**config.mk**
```make
export PLATFORM = sky130hd
export DESIGN_NAME = a23_cache_flush_ctrl
export DESIGN_NICKNAME = d
export VERILOG_FILES = /design/src/rtl/a23_cache_flush_ctrl.sv
export SDC_FILE = /design/constraint.sdc
export NUM_CORES = 1
export LEC_CHECK = 0
export BUFFER_PORTS_ARGS = -buffer_cell sky130_fd_sc_hd__buf_2
export CAP_MARGIN = 20
export CORE_MARGIN = 2
export CORE_UTILIZATION = 35
export DETAILED_ROUTE_END_ITERATION = 10
export GPL_ROUTABILITY_DRIVEN = 0
export GPL_TIMING_DRIVEN = 0
export PLACE_DENSITY = 0.76
export SETUP_SLACK_MARGIN = 0.05
export SLEW_MARGIN = 40
export SYNTH_ARGS = -nofsm -noshare
export SYNTH_HDL_FRONTEND = slang
export SYNTH_SLANG_ARGS = --single-unit
export TNS_END_PERCENT = 10
```
**constraint.sdc**
```tcl
create_clock -name i_clk -period 3.21 [get_ports i_clk]
set_input_delay 0.642 -clock i_clk [delete_from_list [all_inputs] [get_ports i_clk]]
set_output_delay 0.642 -clock i_clk [all_outputs]
set_load 0.02 [all_outputs]
```
**src/rtl/a23_cache_flush_ctrl.sv**
```systemverilog
// A23 cache flush controller.
// Walks every line of the tag RAM issuing an all-ways invalidate, either on an
// explicit CP15 flush request or when an enabled access touches a 2MB region
// marked disruptive. Requests arriving while busy merge into a single pending
// flush that starts straight after the current one completes.

module a23_cache_flush_ctrl #(
  parameter int unsigned CACHE_LINES = 256,
  parameter int unsigned CACHE_WAYS  = 4,
  parameter int unsigned LINE_W      = $clog2(CACHE_LINES)
) (
  input  logic                  i_clk,
  input  logic                  i_rst_n,
  input  logic                  i_flush_req,
  input  logic                  i_cache_enable,
  input  logic [31:0]           i_disruptive_area,
  input  logic                  i_access_valid,
  input  logic [31:0]           i_access_addr,
  input  logic                  i_mem_idle,
  input  logic                  i_tag_rdy,
  output logic                  o_stall,
  output logic                  o_tag_wr_en,
  output logic [LINE_W-1:0]     o_tag_wr_addr,
  output logic [CACHE_WAYS-1:0] o_tag_wr_way_mask,
  output logic                  o_flush_done,
  output logic                  o_busy,
  output logic [15:0]           o_flush_count
);

  localparam logic [1:0] IDLE  = 2'd0;
  localparam logic [1:0] DRAIN = 2'd1;
  localparam logic [1:0] FLUSH = 2'd2;
  localparam logic [1:0] DONE  = 2'd3;

  localparam logic [LINE_W-1:0] LAST_LINE = LINE_W'(CACHE_LINES - 1);

  logic [1:0]        state_q, state_d;
  logic [LINE_W-1:0] line_q, line_d;
  logic              pending_q, pending_d;
  logic [15:0]       flush_count_q, flush_count_d;

  logic area_hit;
  logic trigger;

  // Only address bits [25:21] select the 2MB region; the rest are irrelevant here.
  logic unused_addr;
  assign unused_addr = ^{i_access_addr[31:26], i_access_addr[20:0]};

  // Trigger decode: explicit flush always wins, region hits only with the cache on.
  always_comb begin
    area_hit = i_disruptive_area[i_access_addr[25:21]];
    trigger  = i_flush_req | (i_cache_enable & i_access_valid & area_hit);
  end

  // Next-state logic for the flush sequencer, line counter, pending flag and count.
  always_comb begin
    state_d       = state_q;
    line_d        = line_q;
    pending_d     = pending_q;
    flush_count_d = flush_count_q;

    case (state_q)
      IDLE: begin
        if (trigger) begin
          state_d = DRAIN;
        end
      end

      DRAIN: begin
        pending_d = pending_q | trigger;
        // Wait for outstanding fills/writes so none land after their line is invalidated.
        if (i_mem_idle) begin
          state_d = FLUSH;
          line_d  = '0;
        end
      end

      FLUSH: begin
        pending_d = pending_q | trigger;
        if (i_tag_rdy) begin
          if (line_q == LAST_LINE) begin
            // Counter is left on the last line rather than wrapping.
            state_d = DONE;
            if (flush_count_q != 16'hFFFF) begin
              flush_count_d = flush_count_q + 16'd1;
            end
          end else begin
            line_d = line_q + 1'b1;
          end
        end
      end

      DONE: begin
        // A trigger landing in DONE itself is folded into the pending request.
        pending_d = 1'b0;
        if (pending_q | trigger) begin
          state_d = DRAIN;
        end else begin
          state_d = IDLE;
        end
      end

      default: begin
        state_d = IDLE;
      end
    endcase
  end

  // State registers with asynchronous active-low reset; reset aborts any flush in progress.
  always_ff @(posedge i_clk or negedge i_rst_n) begin
    if (!i_rst_n) begin
      state_q       <= IDLE;
      line_q        <= '0;
      pending_q     <= 1'b0;
      flush_count_q <= 16'h0000;
    end else begin
      state_q       <= state_d;
      line_q        <= line_d;
      pending_q     <= pending_d;
      flush_count_q <= flush_count_d;
    end
  end

  // Output decode; stall is combinational so the triggering access is frozen immediately.
  always_comb begin
    o_busy            = (state_q != IDLE);
    o_stall           = (state_q != IDLE) | trigger;
    o_tag_wr_en       = (state_q == FLUSH);
    o_tag_wr_addr     = o_tag_wr_en ? line_q : '0;
    o_tag_wr_way_mask = {CACHE_WAYS{o_tag_wr_en}};
    o_flush_done      = (state_q == DONE);
    o_flush_count     = flush_count_q;
  end

endmodule
```
# After elaboration in Yosys (flattened, before gate mapping)
# Index checks and enable logic that the tools add are counted.
# word_totals
ff_bits,27
in_bits,71
out_inout_bits,32
wordCells,44
# classes
addsub,2
n_lt_le_gt_ge,1
n_eq_ne,10
muxes,14
bitwise_logic,5
n_reduce_logical,8
# op_table
cell,n
8-bit 2-to-1 mux,4
"16-bit by 1-bit adder with 16-bit output, second input constant",1
"16-bit != test, second input constant",1
8-bit one-hot mux with 2 select lines,1
4-bit AND reduction,3
"8-bit by 1-bit adder with 8-bit output, second input constant",1
"8-bit equality test, second input constant",1
2-bit 2-to-1 mux,4
"2-bit != test, second input constant",4
2-bit one-hot mux with 4 select lines,1
"5-bit by 6-bit < comparator with 1-bit output, second input constant",1
2-bit nonzero test,3
1-bit binary-select mux with 5-bit select,1
"2-bit equality test, second input constant",2
1-bit bitwise OR,3
1-bit bitwise AND,2
"2-bit by 1-bit equality test with 1-bit output, second input constant",1
2-bit zero test,1
1-bit 2-to-1 mux,2
"2-bit by 1-bit != test with 1-bit output, second input constant",1
1-bit one-hot mux with 2 select lines,1
2-bit OR reduction,1

# Depth between registers and ports, before layout
# logic_depth
ltp_word,7
depth_mapped,9
depth_no_buf,8

# Worst setup path after synthesis
# No wires, ideal clock.
# synth_path
path_kind,input to output
start,in i_access_addr[23]
end,out o_stall
arrival_ps,1971
required_ps,2568
slack_ps,597
stages,5
n_path_buf,1
cell_sequence,clkbuf_1 mux4_2 a22oi_4 a31oi_4 nand2_1
# synth_via
elab_chain_len,5
# synth_rtl
element,line,text
"start, declared",18,"input logic [31:0] i_access_addr,"
1-bit binary-select mux with 5-bit select,51,area_hit = i_disruptive_area[i_access_addr[25:21]];
1-bit 2-to-1 mux (not written as such),51,
1-bit bitwise AND,52,trigger = i_flush_req | (i_cache_enable & i_access_valid & area_hit);
1-bit bitwise OR,52,
1-bit bitwise OR,127,o_stall = (state_q != IDLE) | trigger;
"end, declared",21,"output logic o_stall,"
# Every way passes these cells. The select of a mux whose other input is x is not followed.

# Worst setup path after layout
# layout_path
start,in i_access_addr[21]
end,out o_stall
# Same word-level chain as after synthesis.

==> impl_metrics.yaml <==
power_and_ir_drop:
  p_comb_share_pct: 48.5
  vdd_ir_drop_max_mv: 0.1748
  p_leak_nw: 1.176
  p_per_area_mw_per_mm2: 521.1
  internal_power_w: 0.0007361
  switching_share_pct: 40.52
  netSwitchingPower_w: 0.0005015
  clock_power_share_pct: 15.8
  power.sequential.fraction_pct: 35.7
logic_synthesis:
  synthesis.area_mm2: 0.001868
  yosys_warnings: 0
  synth_nets: 262
  synth.distinct_cells: 43
  synth.yosys.seq_area_share_pct: 36.17
  avgSynthCellArea_um2: 10.15
  synth-seq-cells: 27
  syn_inst: 184
setup_path:
  cp_data_arrival_time_ns: 2.25
  crit_required_ns: 2.57
  critical_path.startpoint_type: "input port"
  critPathCaptureType: "primary output"
  crit_type: "in -> out"
  crit_path_max_fanout: 10
hold_path:
  worst_hold_class: "in -> async"
cts:
  h-tree-depth: 1
  numClockSinks: 27
  numCtsBuffers: 3
  worst_skew_pair_latency_ns: 0.27
  postCtsSetupBuffers: 0
  cts-hold-fix-buffers: 0
  max-clock-path-buffers: 2
  root_buffer: "sky130_fd_sc_hd__clkbuf_8"
  cts_tree: "yes"
  cts_repair_resize_count: 0
  cts.reportedPaths.clkPinSlew_ns: 0.09
sta:
  timing_worst_slew_pin_value_ns: 0.7026
  final-setup-viol-count: 0
  clock.fmax_mhz: 345.5
  tns_ns: 0
  layout_worst_path_cycle_share_pct: 90.18
  report.final.hold_viol_count: 0
  max-slew-margin-rel_pct: 52.65
  slew_viols_final: 0
  fin_crit_ns: 2.895
  grt_setup_unrepaired: "no"
  skew_ns: 0.002084
final_layout:
  seqCellArea_um2: 675.6
  final_util_pct: 46.20
  drive_gt1_share_pct: 38.17
  final_area_mm2: 0.002375
  nNetsFinal: 341
  filler_cell_count: 515
  multi_input_area_mm2: 0.001114
  antenna_cells_inserted: 0
  area_growth_syn_to_layout_pct: 27.13
drt:
  drt-pass1-iter-count: 4
  detail_route.wl_per_cell_um: 11.64
  antenna_violating_nets_post_route: 0
  routed_wirelength_um: 3865
  drt-vias-per-instance: 4.910
  drt_drc_violations_left: 0
  route.vias.total: 1630
  detail_route.iter0.violations: 64
global_route:
  grt_pass1_vias: 1612
  grt_first_pass_wirelength_um: 6865
  overflow: 0
  number_of_antenna_violations_at_the_first_check_in_global_routing: 0
  pin_count_of_the_biggest_net_entering_global_routing: 28
  globalRouteTotalUtil_pct: 13.84
run:
  cap_viol_max_count: 0
die:
  chipWidth_um: 77.06
  floorplan.core_area_mm2: 0.005140
  area_enclosed_by_the_die_boundary_mm2: 0.005937
  floorplan.initialDensity_pct: 36.34
  die_h_um: 77.06
  row_count: 26
  floorplan.io_pins: 103
placed_design:
  hpwl_reported_at_the_end_of_detailed_placement_um: 3181
  placed_cell_area_mm2: 0.002326
  port_buffers: 74
status:
  status: "finished clean"
==> area by class of cell <==
class / count / share of cell area (%)
multi-input cells: 142 / 46.89
clock buffers: 3 / 1.739
inverters: 7 / 1.106
flip-flops and latches: 27 / 28.45
clock inverters: 1 / 0.3161
well taps: 70 / 3.688
repair buffers: 74 / 15.60
plain buffers: 8 / 2.213
==> per-stage QoR <==
stage                     hold slack, ns  setup slack (ns)  power [W]  instances
after floorplan                   0.3464            0.5974  0.0008818        184
after global placement            0.4783            0.3490   0.001037        328
after detailed placement          0.4868            0.3073   0.001053        328
after CTS                         0.3779            0.2939   0.001251        332
after global routing              0.3899            0.2045   0.001347        332
final                             0.3573            0.3153   0.001238        332
==> worst max-delay path, cell delays in order <==
cell,delay [ns]
sky130_fd_sc_hd__buf_2,0.13
sky130_fd_sc_hd__buf_6,0.18
sky130_fd_sc_hd__mux4_2,0.51
sky130_fd_sc_hd__mux2i_1,0.15
sky130_fd_sc_hd__nand3b_1,0.15
sky130_fd_sc_hd__a31oi_4,0.24
sky130_fd_sc_hd__nand2_1,0.08
sky130_fd_sc_hd__buf_2,0.17
==> layout by cell type (no fill, tap or decap), types with 4 or more instances in the layout <==
master,synthesis,routed
sky130_fd_sc_hd__nor2_1,11,11
sky130_fd_sc_hd__xnor2_1,11,11
sky130_fd_sc_hd__nor3_1,5,5
sky130_fd_sc_hd__buf_2,0,74
sky130_fd_sc_hd__xor2_1,4,4
sky130_fd_sc_hd__mux4_2,4,4
sky130_fd_sc_hd__mux2i_1,11,11
sky130_fd_sc_hd__nand3_1,9,9
sky130_fd_sc_hd__inv_1,7,7
sky130_fd_sc_hd__buf_4,4,4
sky130_fd_sc_hd__a21oi_1,4,4
sky130_fd_sc_hd__ha_1,7,7
sky130_fd_sc_hd__dfrtp_1,27,27
sky130_fd_sc_hd__o21ai_0,10,10
sky130_fd_sc_hd__nand2_1,19,19
sky130_fd_sc_hd__and2_1,11,11
==> power by group through the flow <==
stage	logic, W	clock network (W)	registers [W]
after floorplan	0.000447	0	0.000435
after global placement	0.000590	0	0.000447
after detailed placement	0.000605	0	0.000449
after CTS	0.000608	0.000202	0.000442
after global routing	0.000673	0.000220	0.000453
final	0.000600	0.000195	0.000442
==> registers in the layout (all words and copies together), names as in the netlist <==
name           cells
line_q             8
o_flush_count     16
pending_q          1
state_q            2
==> cells by family after synthesis <==
kind of cell,synth area share [%]
AOI/OAI and AO/OA,12.46
xor gates and xnor gates,7.032
adders and majority gates,4.688
buffers and inverters,4.220
DFF,36.17
muxes,15.34
and+or+nand+nor,20.09
==> final timing paths <==
kind / slack (ns) / cells past startpoint / end / start
hold / removal: 0.36 / 1 / o_flush_count[7]$_DFFE_PN0P_ / i_rst_n
setup / recovery: 0.32 / 8 / o_stall / i_access_addr[21]
max in group asynchronous: 2.47 / 1 / o_flush_count[2]$_DFFE_PN0P_ / i_rst_n
setup reg to reg: 0.69 / 8 / o_flush_count[9]$_DFFE_PN0P_ / state_q[0]$_DFFE_PN0P_
min in group i_clk: 0.50 / 1 / o_flush_count[15]$_DFFE_PN0P_ / o_flush_count[15]$_DFFE_PN0P_
hold reg to reg: 0.50 / 1 / o_flush_count[15]$_DFFE_PN0P_ / o_flush_count[15]$_DFFE_PN0P_
==> metal layers <==
layer	track usage, %	part of all wire, %	vias to the layer above
met5	0	0	-
met2	25.79	50	62
met1	16.08	42	761
met4	3.929	0.75	0
li1	-	-	805
met3	2.588	6.9	2
==> synthesized netlist by cell type <==
master / instances / share of area (%)
sky130_fd_sc_hd__dfrtp_1: 27 / 36
sky130_fd_sc_hd__nand2_1: 19 / 3.8
sky130_fd_sc_hd__and2_1: 11 / 3.7
sky130_fd_sc_hd__mux2i_1: 11 / 5.9
sky130_fd_sc_hd__nor2_1: 11 / 2.2
sky130_fd_sc_hd__xnor2_1: 11 / 5.2
sky130_fd_sc_hd__o21ai_0: 10 / 2.7
sky130_fd_sc_hd__nand3_1: 9 / 2.4
sky130_fd_sc_hd__ha_1: 7 / 4.7
sky130_fd_sc_hd__inv_1: 7 / 1.4
sky130_fd_sc_hd__nor3_1: 5 / 1.3
sky130_fd_sc_hd__a21oi_1: 4 / 1.1
sky130_fd_sc_hd__buf_4: 4 / 1.6
sky130_fd_sc_hd__mux4_2: 4 / 4.8
sky130_fd_sc_hd__xor2_1: 4 / 1.9
sky130_fd_sc_hd__clkbuf_1: 3 / 0.60
sky130_fd_sc_hd__nand4_1: 3 / 1.0
sky130_fd_sc_hd__nor2b_1: 3 / 1.0
sky130_fd_sc_hd__a2bb2oi_1: 2 / 0.94
sky130_fd_sc_hd__a31oi_4: 2 / 2.3
sky130_fd_sc_hd__mux2_2: 2 / 1.2
sky130_fd_sc_hd__mux4_1: 2 / 2.8
sky130_fd_sc_hd__nor3b_1: 2 / 0.80
sky130_fd_sc_hd__or2_2: 2 / 0.67
sky130_fd_sc_hd__a211oi_2: 1 / 0.67
sky130_fd_sc_hd__a21bo_2: 1 / 0.54
sky130_fd_sc_hd__a21oi_2: 1 / 0.47
sky130_fd_sc_hd__a22o_1: 1 / 0.47
sky130_fd_sc_hd__a22oi_4: 1 / 1.1
sky130_fd_sc_hd__and3_1: 1 / 0.34
sky130_fd_sc_hd__and3_2: 1 / 0.40
sky130_fd_sc_hd__and4_1: 1 / 0.47
sky130_fd_sc_hd__buf_6: 1 / 0.60
sky130_fd_sc_hd__mux2_1: 1 / 0.60
sky130_fd_sc_hd__nand2b_1: 1 / 0.34
sky130_fd_sc_hd__nand3b_1: 1 / 0.40
sky130_fd_sc_hd__nor3_2: 1 / 0.54
sky130_fd_sc_hd__nor4_1: 1 / 0.34
sky130_fd_sc_hd__o21a_1: 1 / 0.40
sky130_fd_sc_hd__o311ai_0: 1 / 0.47
sky130_fd_sc_hd__o41ai_1: 1 / 0.47
sky130_fd_sc_hd__o41ai_2: 1 / 0.87
sky130_fd_sc_hd__or3_1: 1 / 0.34
No activity file was read; power rests on OpenSTA's default activity.
